### src/rtl/oloca_pipe.sv
// oloca_pipe: two-stage pipelined OLOCA approximate adder with a valid/ready
// stream interface and a built-in error monitor. The lower k bits of the sum
// are the OR of the operands; the upper part is added exactly, with an
// optional predicted carry taken from bit k-1. Saturating statistics count
// delivered results, erroneous results and the accumulated absolute error.
module oloca_pipe #(
   parameter int  WIDTH      = 16,
   parameter int  MAX_APPROX = 8,
   parameter int  CNT_W      = 16,
   parameter int  ERR_W      = 24,
   localparam int KW         = $clog2(MAX_APPROX + 1)
) (
   input  logic             clk,
   input  logic             rst,
   input  logic             in_valid,
   output logic             in_ready,
   input  logic [WIDTH-1:0] a,
   input  logic [WIDTH-1:0] b,
   input  logic [KW-1:0]    approx_k,
   input  logic             carry_mode,
   output logic             out_valid,
   input  logic             out_ready,
   output logic [WIDTH:0]   sum,
   output logic             err_flag,
   input  logic             clr_stats,
   output logic [CNT_W-1:0] sample_count,
   output logic [CNT_W-1:0] err_count,
   output logic [ERR_W-1:0] abs_err_sum
);

   // Stage 1: captured operands, clamped depth and carry mode.
   logic             s1_valid;
   logic [WIDTH-1:0] s1_a;
   logic [WIDTH-1:0] s1_b;
   logic [KW-1:0]    s1_k;
   logic             s1_mode;

   // Stage 2: result plus the absolute error that feeds the monitor.
   logic             s2_valid;
   logic [WIDTH:0]   abs_err;

   // Handshake and flow-control terms.
   logic s2_adv;
   logic accept;
   logic deliver;
   logic [KW-1:0] k_clamped;

   // Stage-1 combinational results.
   logic [WIDTH-1:0] mask;
   logic [WIDTH-1:0] kbit;
   logic             pred_carry;
   logic [WIDTH:0]   upper;
   logic [WIDTH:0]   approx;
   logic [WIDTH:0]   exact;
   logic [WIDTH:0]   abs_c;

   // Statistics next-value terms.
   logic [ERR_W:0]   acc_next;

   assign s2_adv    = !s2_valid || out_ready;
   assign in_ready  = !s1_valid || s2_adv;
   assign accept    = in_valid && in_ready;
   assign out_valid = s2_valid;
   assign deliver   = s2_valid && out_ready;
   assign k_clamped = (approx_k > KW'(MAX_APPROX)) ? KW'(MAX_APPROX) : approx_k;

   // Approximate sum, exact sum and their absolute difference for the beat in S1.
   always_comb begin
      // NOTE: every variable gets a default before any branch so no latch is inferred.
      kbit       = '0;
      mask       = (WIDTH'(1) << s1_k) - WIDTH'(1);
      if (s1_k != '0) begin
         kbit = WIDTH'(1) << (s1_k - KW'(1));
      end
      pred_carry = s1_mode && ((s1_a & s1_b & kbit) != '0);
      // Upper operands have their low k bits cleared, so the carry lands at bit k.
      upper  = {1'b0, s1_a & ~mask} + {1'b0, s1_b & ~mask}
             + ({{WIDTH{1'b0}}, pred_carry} << s1_k);
      approx = upper | {1'b0, (s1_a | s1_b) & mask};
      exact  = {1'b0, s1_a} + {1'b0, s1_b};
      if (exact >= approx) begin
         abs_c = exact - approx;
      end else begin
         abs_c = approx - exact;
      end
   end

   // Valid bits of both stages; only these need the reset to flush the pipe.
   always_ff @(posedge clk or posedge rst) begin
      // NOTE: sequential state is assigned with <= so every flop samples pre-edge values.
      if (rst) begin
         s1_valid <= 1'b0;
         s2_valid <= 1'b0;
      end else begin
         if (in_ready) s1_valid <= in_valid;
         if (s2_adv)   s2_valid <= s1_valid;
      end
   end

   // Stage-1 payload capture on an input handshake.
   always_ff @(posedge clk) begin
      // NOTE: payload flops carry no reset; the valid bit says whether they mean anything.
      if (accept) begin
         s1_a    <= a;
         s1_b    <= b;
         s1_k    <= k_clamped;
         s1_mode <= carry_mode;
      end
   end

   // Stage-2 result registers; they hold while the output is stalled.
   always_ff @(posedge clk or posedge rst) begin
      if (rst) begin
         sum      <= '0;
         err_flag <= 1'b0;
         abs_err  <= '0;
      end else if (s2_adv && s1_valid) begin
         sum      <= approx;
         err_flag <= (abs_c != '0);
         abs_err  <= abs_c;
      end
   end

   assign acc_next = {1'b0, abs_err_sum} + (ERR_W+1)'(abs_err);

   // Saturating statistics, updated on output handshakes; clear has priority.
   always_ff @(posedge clk or posedge rst) begin
      if (rst) begin
         sample_count <= '0;
         err_count    <= '0;
         abs_err_sum  <= '0;
      end else if (clr_stats) begin
         sample_count <= '0;
         err_count    <= '0;
         abs_err_sum  <= '0;
      end else if (deliver) begin
         if (sample_count != '1)            sample_count <= sample_count + CNT_W'(1);
         if (err_flag && err_count != '1)   err_count    <= err_count + CNT_W'(1);
         abs_err_sum <= acc_next[ERR_W] ? '1 : acc_next[ERR_W-1:0];
      end
   end

endmodule

### config.mk
export PLATFORM = sky130hd
export DESIGN_NAME = oloca_pipe
export DESIGN_NICKNAME = d
export VERILOG_FILES = /design/src/rtl/oloca_pipe.sv
export SDC_FILE = /design/constraint.sdc
export NUM_CORES = 1
export LEC_CHECK = 0
export BUFFER_PORTS_ARGS = -buffer_cell sky130_fd_sc_hd__buf_2
export CORE_ASPECT_RATIO = 1.4
export CORE_UTILIZATION = 55
export CTS_BUF_LIST = sky130_fd_sc_hd__clkbuf_4 sky130_fd_sc_hd__clkbuf_8
export CTS_CLUSTER_SIZE = 25
export DETAILED_ROUTE_END_ITERATION = 12
export GPL_ROUTABILITY_DRIVEN = 0
export PLACE_DENSITY = 0.88
export SETUP_SLACK_MARGIN = 0.02
export SLEW_MARGIN = 20
export SYNTH_ARGS = -nofsm -noshare
export SYNTH_HDL_FRONTEND = slang
export SYNTH_SLANG_ARGS = --single-unit
### constraint.sdc
create_clock -name clk -period 7.7 [get_ports clk]
set_input_delay 1.54 -clock clk [delete_from_list [all_inputs] [get_ports clk]]
set_output_delay 1.54 -clock clk [all_outputs]
set_load 0.02 [all_outputs]
# After elaboration in Yosys (flattened, before gate mapping)
# Cells that the tools add are included.
totals:
  word_cells: 65
  regBits: 130
  output_inout_bits: 76
  in_bits: 42
classes:
  magnitude_cmp: 2
  add_sub_neg: 10
  shift: 3
  muxes: 11
  eq_ne: 2
  reduce_logical: 17
  bitwise: 8
op_table:
  columns: ["operator", "n"]
  rows:
  - ["$mux W16", 7]
  - ["$and A16 B16 Y16", 5]
  - ["$mux W24", 3]
  - ["$add A16 B16 Y17", 2]
  - ["$sub A17 B17 Y17", 2]
  - ["$add A16 B1 Y16 const B", 2]
  - ["$ne A16 B16 Y1 const B", 2]
  - ["$shl A1 B4 Y16 const A", 2]
  - ["$add A24 B17 Y25", 1]
  - ["$add A17 B17 Y17", 1]
  - ["$ge A17 B17 Y1", 1]
  - ["$mux W17", 1]
  - ["$or A17 B16 Y17", 1]
  - ["$reduce_bool A17 Y1", 1]
  - ["$shl A1 B4 Y17", 1]
  - ["$not A16 Y16", 1]
  - ["$or A16 B16 Y16", 1]
  - ["$reduce_bool A16 Y1", 1]
  - ["$sub A16 B2 Y16 const B", 1]
  - ["$reduce_bool A2 Y1", 3]
  - ["$logic_and A1 B1 Y1", 5]
  - ["$gt A4 B4 Y1 const B", 1]
  - ["$reduce_and A2 Y1", 2]
  - ["$reduce_bool A4 Y1", 1]
  - ["other kinds (3)", 5]

# Depth between registers and ports, before layout
# Gate-level depths: netlist (run 1).
logic_depth:
  word_depth: 12
  ltp_mapped: 37
  ltp_nobuf: 35

# Worst setup path after synthesis (run 1)
# No wires, ideal clock.
synth_path:
  kind: "register to register"
  start: "reg s1_k[1]"
  end: "reg err_flag"
  required_time_ns: 7.553
  path_buffers: 2
  stages_incl_launch_ff: 38
  arrival_ns: 7.096
  setup_ns: 0.147
  setup_slack_ns: 0.458
  synth_period_minus_slack_ns: 7.242
  cell_sequence: "edfxtp_1 clkbuf_1 nor2_1 ha_1 nor2_1 a21oi_1 o221ai_1 a21oi_1 nand3b_1 nor3_1 nand2_1 fa_1 inv_1 ha_1 inv_1 fa_1 nor2b_1 o21ai_1 [... 2 more ...] o21a_1 o2111a_1 or3_1 a41oi_2 xnor2_1 or2_1 ha_1 nand4_1 nor2_1 a31o_1 nor3_1 o211a_4 buf_2 o22ai_1 o211ai_1 nand4_1 nor4_1 a41oi_1"
synth_between:
  elab_chain_cells: 12
  elab_cells_between_ends: 22
  cone_classes: "add/sub (6); order compare (1); shift (3); mux (2); bitwise (6); reduce/logical (4)"
synth_rtl:
  columns: ["element", "line", "rtl"]
  rows:
  - ["start, declared", "35", "logic [KW-1:0] s1_k;"]
  - ["start signal, assigned", "106", "s1_k <= k_clamped;"]
  - ["parallel branches: the longest is 8 deep, another holds $add A16 B16 Y17", null, null]
  - ["$or A17 B16 Y17 *", "79", "approx = upper | {1'b0, (s1_a | s1_b) & mask};"]
  - ["via approx[15]", "53", "logic [WIDTH:0] approx;"]
  - ["$sub A17 B17 Y17, or another cell as far along", "84", "abs_c = approx - exact;"]
  - ["$mux W17 *", "81", "if (exact >= approx) begin"]
  - ["$reduce_bool A17 Y1 *", "119", "err_flag <= (abs_c != '0);"]
  - ["end signal, assigned", "119", null]
  - ["end, declared", "24", "output logic err_flag,"]
# Mark *: on every way through the listed nets, which the timed path passes.
# A chain may end at the register's enable or synchronous reset.

# Worst setup path after layout (run 1)
# Ends and elaborated chain as after synthesis.

==> flow_summary.toml, run 1 <==
[clock_network]
clock_tree.buffer_depth = 2
root_buffer = "clkbuf_8"
holdBufCountCts = 0
clk_latency_ns = 0.47
cts.sinks = 130
clkTransAtPathRegs_ns = 0.09
htree_levels = 4
cts_buffers = 17
cts_tree = "yes"

[pwr]
power-per-cell-area_mw_per_mm2 = 262.0
peakVddDrop_mv = 0.1621
leakage_nw = 5.897
fin_total_pwr_mw = 3.238

[floorplan]
fp.dieW_um = 120.4
io_pins = 118
rows = 60
start_util_pct = 56.14
die_h_um = 167.7
core_sq_mm = 0.01922
die_area_sq_mm = 0.02019

[cells_and_area]
area_growth_syn_to_layout_pct = 14.54
finalNonFillerCells = 1659
final_util_pct = 64.30
regArea_sq_mm = 0.003438
layout-drive-gt1-share_pct = 18.07
final_common_cell = "nor2_1"
insertedDiodeCount = 0
nFillCells = 1574
layout.cells.most_common_list = "nor2_1, nand2_1, inv_1"
multi_input_area_sq_mm = 0.006880
fin_nets = 1563

[timing]
fin_tns_setup_ns = 0
fin_crit_ns = 7.483
finalCritPeriodShare_pct = 97.18
relSlewSlack_pct = 29.77
clock_skew_ns = 0.01919
hold_viol_final = 0
worst_pin_slew_ns = 1.050
fmax_ghz = 0.1336
setup_viol = 0
slew_viol_final = 0

[placement]
place_inst = 1609
post-dp-hpwl_um = 20320
io_buffers = 117

[global_routing]
antenna_found_initial = 0
grt_pass1_vias = 9533
grt_overflow_total = 0
grt_pass1_wl_um = 43790
grt_max_degree = 73
grt_use_total_pct = 27.17

[synthesis]
syn_area_sq_mm = 0.01079
synth_area_per_cell_sq_um = 8.502
synth_cells = 1269
ys_ff_latch = 130
synthFlopType = "dfrtp_1"
syn_nets = 1434
synthArstFlopShare_pct = 71.54
yosysWarnings = 0
synth.largest_area_cell = "dfrtp_1"
synth_edf_count = 37
synth_seq_area_share_pct = 31.87
yosysTopAreaCellShare_pct = 21.57
yosysUniqueCellTypes = 86
synth.area.top_cells = "dfrtp_1, ha_1, edfxtp_1"

[routing]
detail_route.vias_per_cell = 6.004
dr.pass1.iters = 6
vias = 9960
drt_wl_total_um = 27850
drc = 0
routedWlPerCell_um = 16.79
antenna_left = 0
drt_iter0_markers = 759

[critical_path]
cp_top_family = "simple AND/OR/NAND/NOR gates"
reg2reg_depth = 37
path_max_fanout = 6
critPathRequiredTime_ns = 8.04
cp-end-kind = "flop"
r2r-start = "s1_k[1]"
worstPathArrival_ns = 7.82
cpPeakStageDelay_ns = 0.49
reg2reg_to = "err_flag"
crit_buf_inv = 4
rrSetupSlack_ns = 0.22
critPathKind = "reg -> reg"
slowest_stage = "edfxtp_1"
worstSetupStartpointType = "flop"

[min_path]
hp-start = "sum[1]"
hold_class = "reg -> reg"
hold_path_depth = 2
hold_end = "sum[1]"

[outcome]
status = "complete, no violations"

[run]
maxCapViolations = 0
tightest hold or removal path, delay by kind of cell (launching register included):
kind,cells,cell delay [ns]
compound gates,1,0.06
simple gates,1,0.04
flops,1,0.35
metal layers:
layer  share of wire (%)  wire [um]  GRT usage [%]
met2                  50      13940          48.63
met5                   0          0              0
met4                 6.4       1773          17.18
met3                 6.2       1729          5.143
met1                  37      10410          28.98
how the worst max path moves through the flow:
stage                 start        to  slack [ns]  cells after the start
finish              s1_k[1]  err_flag        0.22                     37
global route        s1_k[1]  err_flag       -0.12                     37
CTS                 s1_k[1]  err_flag        0.04                     35
detailed placement  s1_a[0]  err_flag        -0.1                     31
global placement    s1_a[1]  err_flag         0.1                     31
floorplan           s1_k[1]  err_flag        0.46                     37
cell families (layout without fill, tap and decap cells):
kind of cell | after synthesis | count (layout) | synth area share, %
compound gates | 285 | 285 | 17.71
xor+xnor | 63 | 63 | 5.114
fa+ha+maj | 124 | 124 | 15.82
buf+inv | 166 | 308 | 6.019
flops | 130 | 130 | 31.87
mux | 12 | 12 | 1.380
other cells | 1 | 1 | 0.03476
simple gates | 488 | 488 | 22.06
area by class of cell:
class                      instances  share of cell area, %
inverter                         122                  3.726
clock buffer                      17                  1.893
clock inverter                    15                  1.276
sequential                       130                  27.82
tap                              248                  2.511
timing repair buffer             154                  7.097
multi-input combinational        973                  55.67
where the power goes:
part | internal (mW) | switching (mW) | leakage [nW]
clock | 0.270 | 0.330 | 0.197
combinational | 0.698 | 1.05 | 4.14
sequential | 0.814 | 0.0735 | 1.56
total | 1.78 | 1.46 | 5.90
cells in the mapped netlist, drive strengths merged, types with 4 or more instances:
cell / instances
and2: 21
xnor2: 33
nor2: 135
edfxtp: 37
nor4: 4
o21ai: 83
nand3: 33
nor3: 59
o21bai: 9
nor3b: 5
inv: 121
o31a: 4
o31ai: 6
a21oi: 63
nand2b: 14
or3: 17
a31oi: 11
a21o: 20
nand4: 14
nand2: 130
and3: 8
nor2b: 25
ha: 102
xor2: 30
o41ai: 4
clkbuf: 29
dfrtp: 93
a21boi: 6
o22ai: 7
or2: 8
a211oi: 18
fa: 21
mux2i: 7
o21a: 11
buf: 15
o221ai: 4
or4: 4
o211ai: 9
repair_timing:
| action | 4_1_cts | 5_1_grt |
|---|---|---|
| setup endpoints to repair | 3 | 14 |
| setup buffers | 0 | 18 |
| resized for setup | 3 | 36 |
| pin swaps | 0 | 12 |
state kept, by name (all words and copies together), names as in the netlist:
register      flops
out_valid         1
err_count        16
err_flag          1
s1_a             16
sum              17
abs_err_sum      24
sample_count     16
s1_valid          1
s1_mode           1
abs_err          17
s1_b             16
s1_k              4
through the flow:
step	setup WS [ns]	hold slack, ns	instance area [sq um]
global route	-0.1163	0.5194	12360
finish	0.2173	0.4823	12360
detailed placement	-0.09915	0.4693	11640
CTS	0.04110	0.4883	12050
floorplan	0.4579	0.4526	10790
global placement	0.09573	0.4597	11640
(Power assumes the default switching activity.)
==> run 2: changes to the inputs <==
Settings changed: GPL_TIMING_DRIVEN set to 0, PLACE_DENSITY 0.88 to 0.85.
Clock period 7.7 ns to 9.4 ns, I/O delays scaled along.
==> run 2 against run 1 <==
Against the previous run:
- die area stayed put
- via count is 3.0% lower
- register-to-register slack gained 0.44 ns
- clock skew rose by 0.00071 ns
- non-clock buffer count is 9 higher
- sequential share of layout area increased by 0.37 points
- clock power shrank 12%
- cell count grew 0.54%
- largest cell class unchanged
- combinational power down 23%
- utilization shrank 0.84 points
==> flow_summary.toml, run 2 (same netlist as run 1, synthesis figures left out) <==
[critical_path]
cpPeakStageDelay_ns = 0.52
r2r-start = "s1_k[1]"
path_max_fanout = 10
reg2reg_to = "err_flag"
cp-end-kind = "flop"
critPathKind = "reg -> reg"
reg2reg_depth = 37
critPathRequiredTime_ns = 9.74
rrSetupSlack_ns = 0.66
slowest_stage = "fa_1"
cpMostUsedCell = "ha_1"
worstSetupStartpointType = "flop"
worstPathArrival_ns = 9.08

[cells_and_area]
area_growth_syn_to_layout_pct = 13.05
layout.cells.most_common_list = "nor2_1, nand2_1, buf_2"
insertedDiodeCount = 0
layout-drive-gt1-share_pct = 14.86
fin_nets = 1572
stdcell_area_sq_mm = 0.01220
largest_reg_flops = 24
nFillCells = 1650
final_common_cell = "nor2_1"
top_register = "abs_err_sum"
top_regs = "abs_err_sum: 24 flops, abs_err: 17 flops, sum: 17 flops"

[global_routing]
grt_pass1_wl_um = 43150
grt_pass1_vias = 9494
grt_use_total_pct = 26.84
grt_overflow_total = 0
antenna_found_initial = 0
grt_max_degree = 53

[timing]
hold_viol_final = 0
clock_skew_ns = 0.01991
rsz0062_at_grt = "no"
slew_viol_final = 0
fin_tns_setup_ns = 0
relSlewSlack_pct = 49.51
setup_viol = 0
fin_crit_ns = 8.742
setup_slack_ns = 0.6585
finalCritPeriodShare_pct = 92.99
fmax_ghz = 0.1144
worst_pin_slew_ns = 0.7510

[placement]
post-dp-hpwl_um = 20980
io_buffers = 117
place_ws_ns = 0.2605
place_area_sq_mm = 0.01174

[floorplan]
die_area_sq_mm = 0.02019
rows = 60
core_sq_mm = 0.01922
start_util_pct = 56.14
io_pins = 118
fp.dieW_um = 120.4
die_h_um = 167.7

[min_path]
hp-start = "abs_err[4]"
hold_path_depth = 2
hold_end = "abs_err[4]"
hold_class = "reg -> reg"

[clock_network]
clk_latency_ns = 0.49
postCtsSetupBuffers = 0
cts_tree = "yes"
holdBufCountCts = 0
clock_tree.buffer_depth = 2
cts_buffers = 17
root_buffer = "clkbuf_8"
cts.sinks = 130
clkTransAtPathRegs_ns = 0.09
htree_levels = 4

[pwr]
fin_total_pwr_mw = 2.608
combPwrFrac_pct = 51.9
pwr-share-clk_pct = 20.2
internal-power_mw = 1.448
leakage_nw = 5.844
p_seq_share_pct = 27.9
switching_share_pct = 44.48
power.switching_mw = 1.160
peakVddDrop_mv = 0.09761
power-per-cell-area_mw_per_mm2 = 213.8

[run]
maxCapViolations = 0

[routing]
drt_iter0_markers = 458
drc = 0
routedWlPerCell_um = 15.74
dr.pass1.iters = 5
vias = 9658
detail_route.vias_per_cell = 5.790
antenna_left = 0
drt_wl_total_um = 26250

[outcome]
status = "complete, no violations"
==> run 2: changes by cell type in the layout (fill, tap and decap cells not counted), sizes merged <==
| cell | previous run | this run |
|---|---|---|
| clkinvlp | 2 | 0 |
| clkinv | 1 | 3 |
| buf | 154 | 134 |
| clkbuf | 17 | 46 |
| bufinv | 1 | 2 |
| inv | 133 | 132 |
==> run 2: repair_timing <==
| action | in CTS | in global routing |
|---|---|---|
| resized for setup | 0 | 7 |
| hold endpoints to repair | 0 | 0 |
| setup endpoints to repair | 0 | 5 |
==> run 2: critical path, delay by kind of cell, from the launching register on <==
family	cells	cell delay, ns
AOI/OAI and AO/OA	14	2.42
xor gates and xnor gates	1	0.13
adders and majority gates	5	1.74
DFF	1	0.34
and+or+nand+nor	13	3.13
buffers and inverters	4	0.84
==> run 2: how the worst max path moves through the flow <==
| stage | startpoint | to | slack [ns] | cells after the start |
|---|---|---|---|---|
| 2_1_floorplan | s1_k[1] | err_flag | 2.16 | 37 |
| 3_3_place_gp | s1_k[1] | err_flag | 0.29 | 34 |
| 3_5_place_dp | s1_k[1] | err_flag | 0.26 | 34 |
| 4_1_cts | s1_k[1] | err_flag | 0.23 | 34 |
| 5_1_grt | s1_k[1] | err_flag | 0.09 | 34 |
| 6_report | s1_k[1] | err_flag | 0.66 | 37 |
==> run 2: area by class of cell <==
class                   instances  area, sq um  area share [%]
well taps                     248        310.3           2.544
plain buffers                  44        191.4           1.570
clock buffers                  17        234.0           1.918
repair buffers                119        633.1           5.191
multi-input cells             973         6738           55.24
inverters                     122        462.9           3.796
clock inverters                15        188.9           1.549
flip-flops and latches        130         3438           28.19
==> run 2: through the flow <==
step	utilization (%)	hold slack [ns]	cells
after floorplan	-	0.4526	1269
after global placement	60.80	0.4610	1634
after detailed placement	61.08	0.4700	1636
after CTS	63.28	0.4903	1668
after global routing	63.46	0.5123	1668
final	63.46	0.4858	1668
==> run 2: metal layers <==
metal	track usage, %	vias up	share of wire [%]
met1	27.28	4544	37
met2	51.05	329	53
met4	15.35	0	5.8
met5	0	-	0
met3	4.121	109	4.8
li1	-	4676	-
==> run 2: power groups by stage <==
stage | Combinational, mW | Sequential [mW] | Clock, mW
CTS | 1.34 | 0.727 | 0.530
floorplan | 0.990 | 0.768 | 0
global placement | 1.29 | 0.735 | 0
finish | 1.35 | 0.727 | 0.527
detailed placement | 1.33 | 0.738 | 0
global route | 1.51 | 0.738 | 0.549
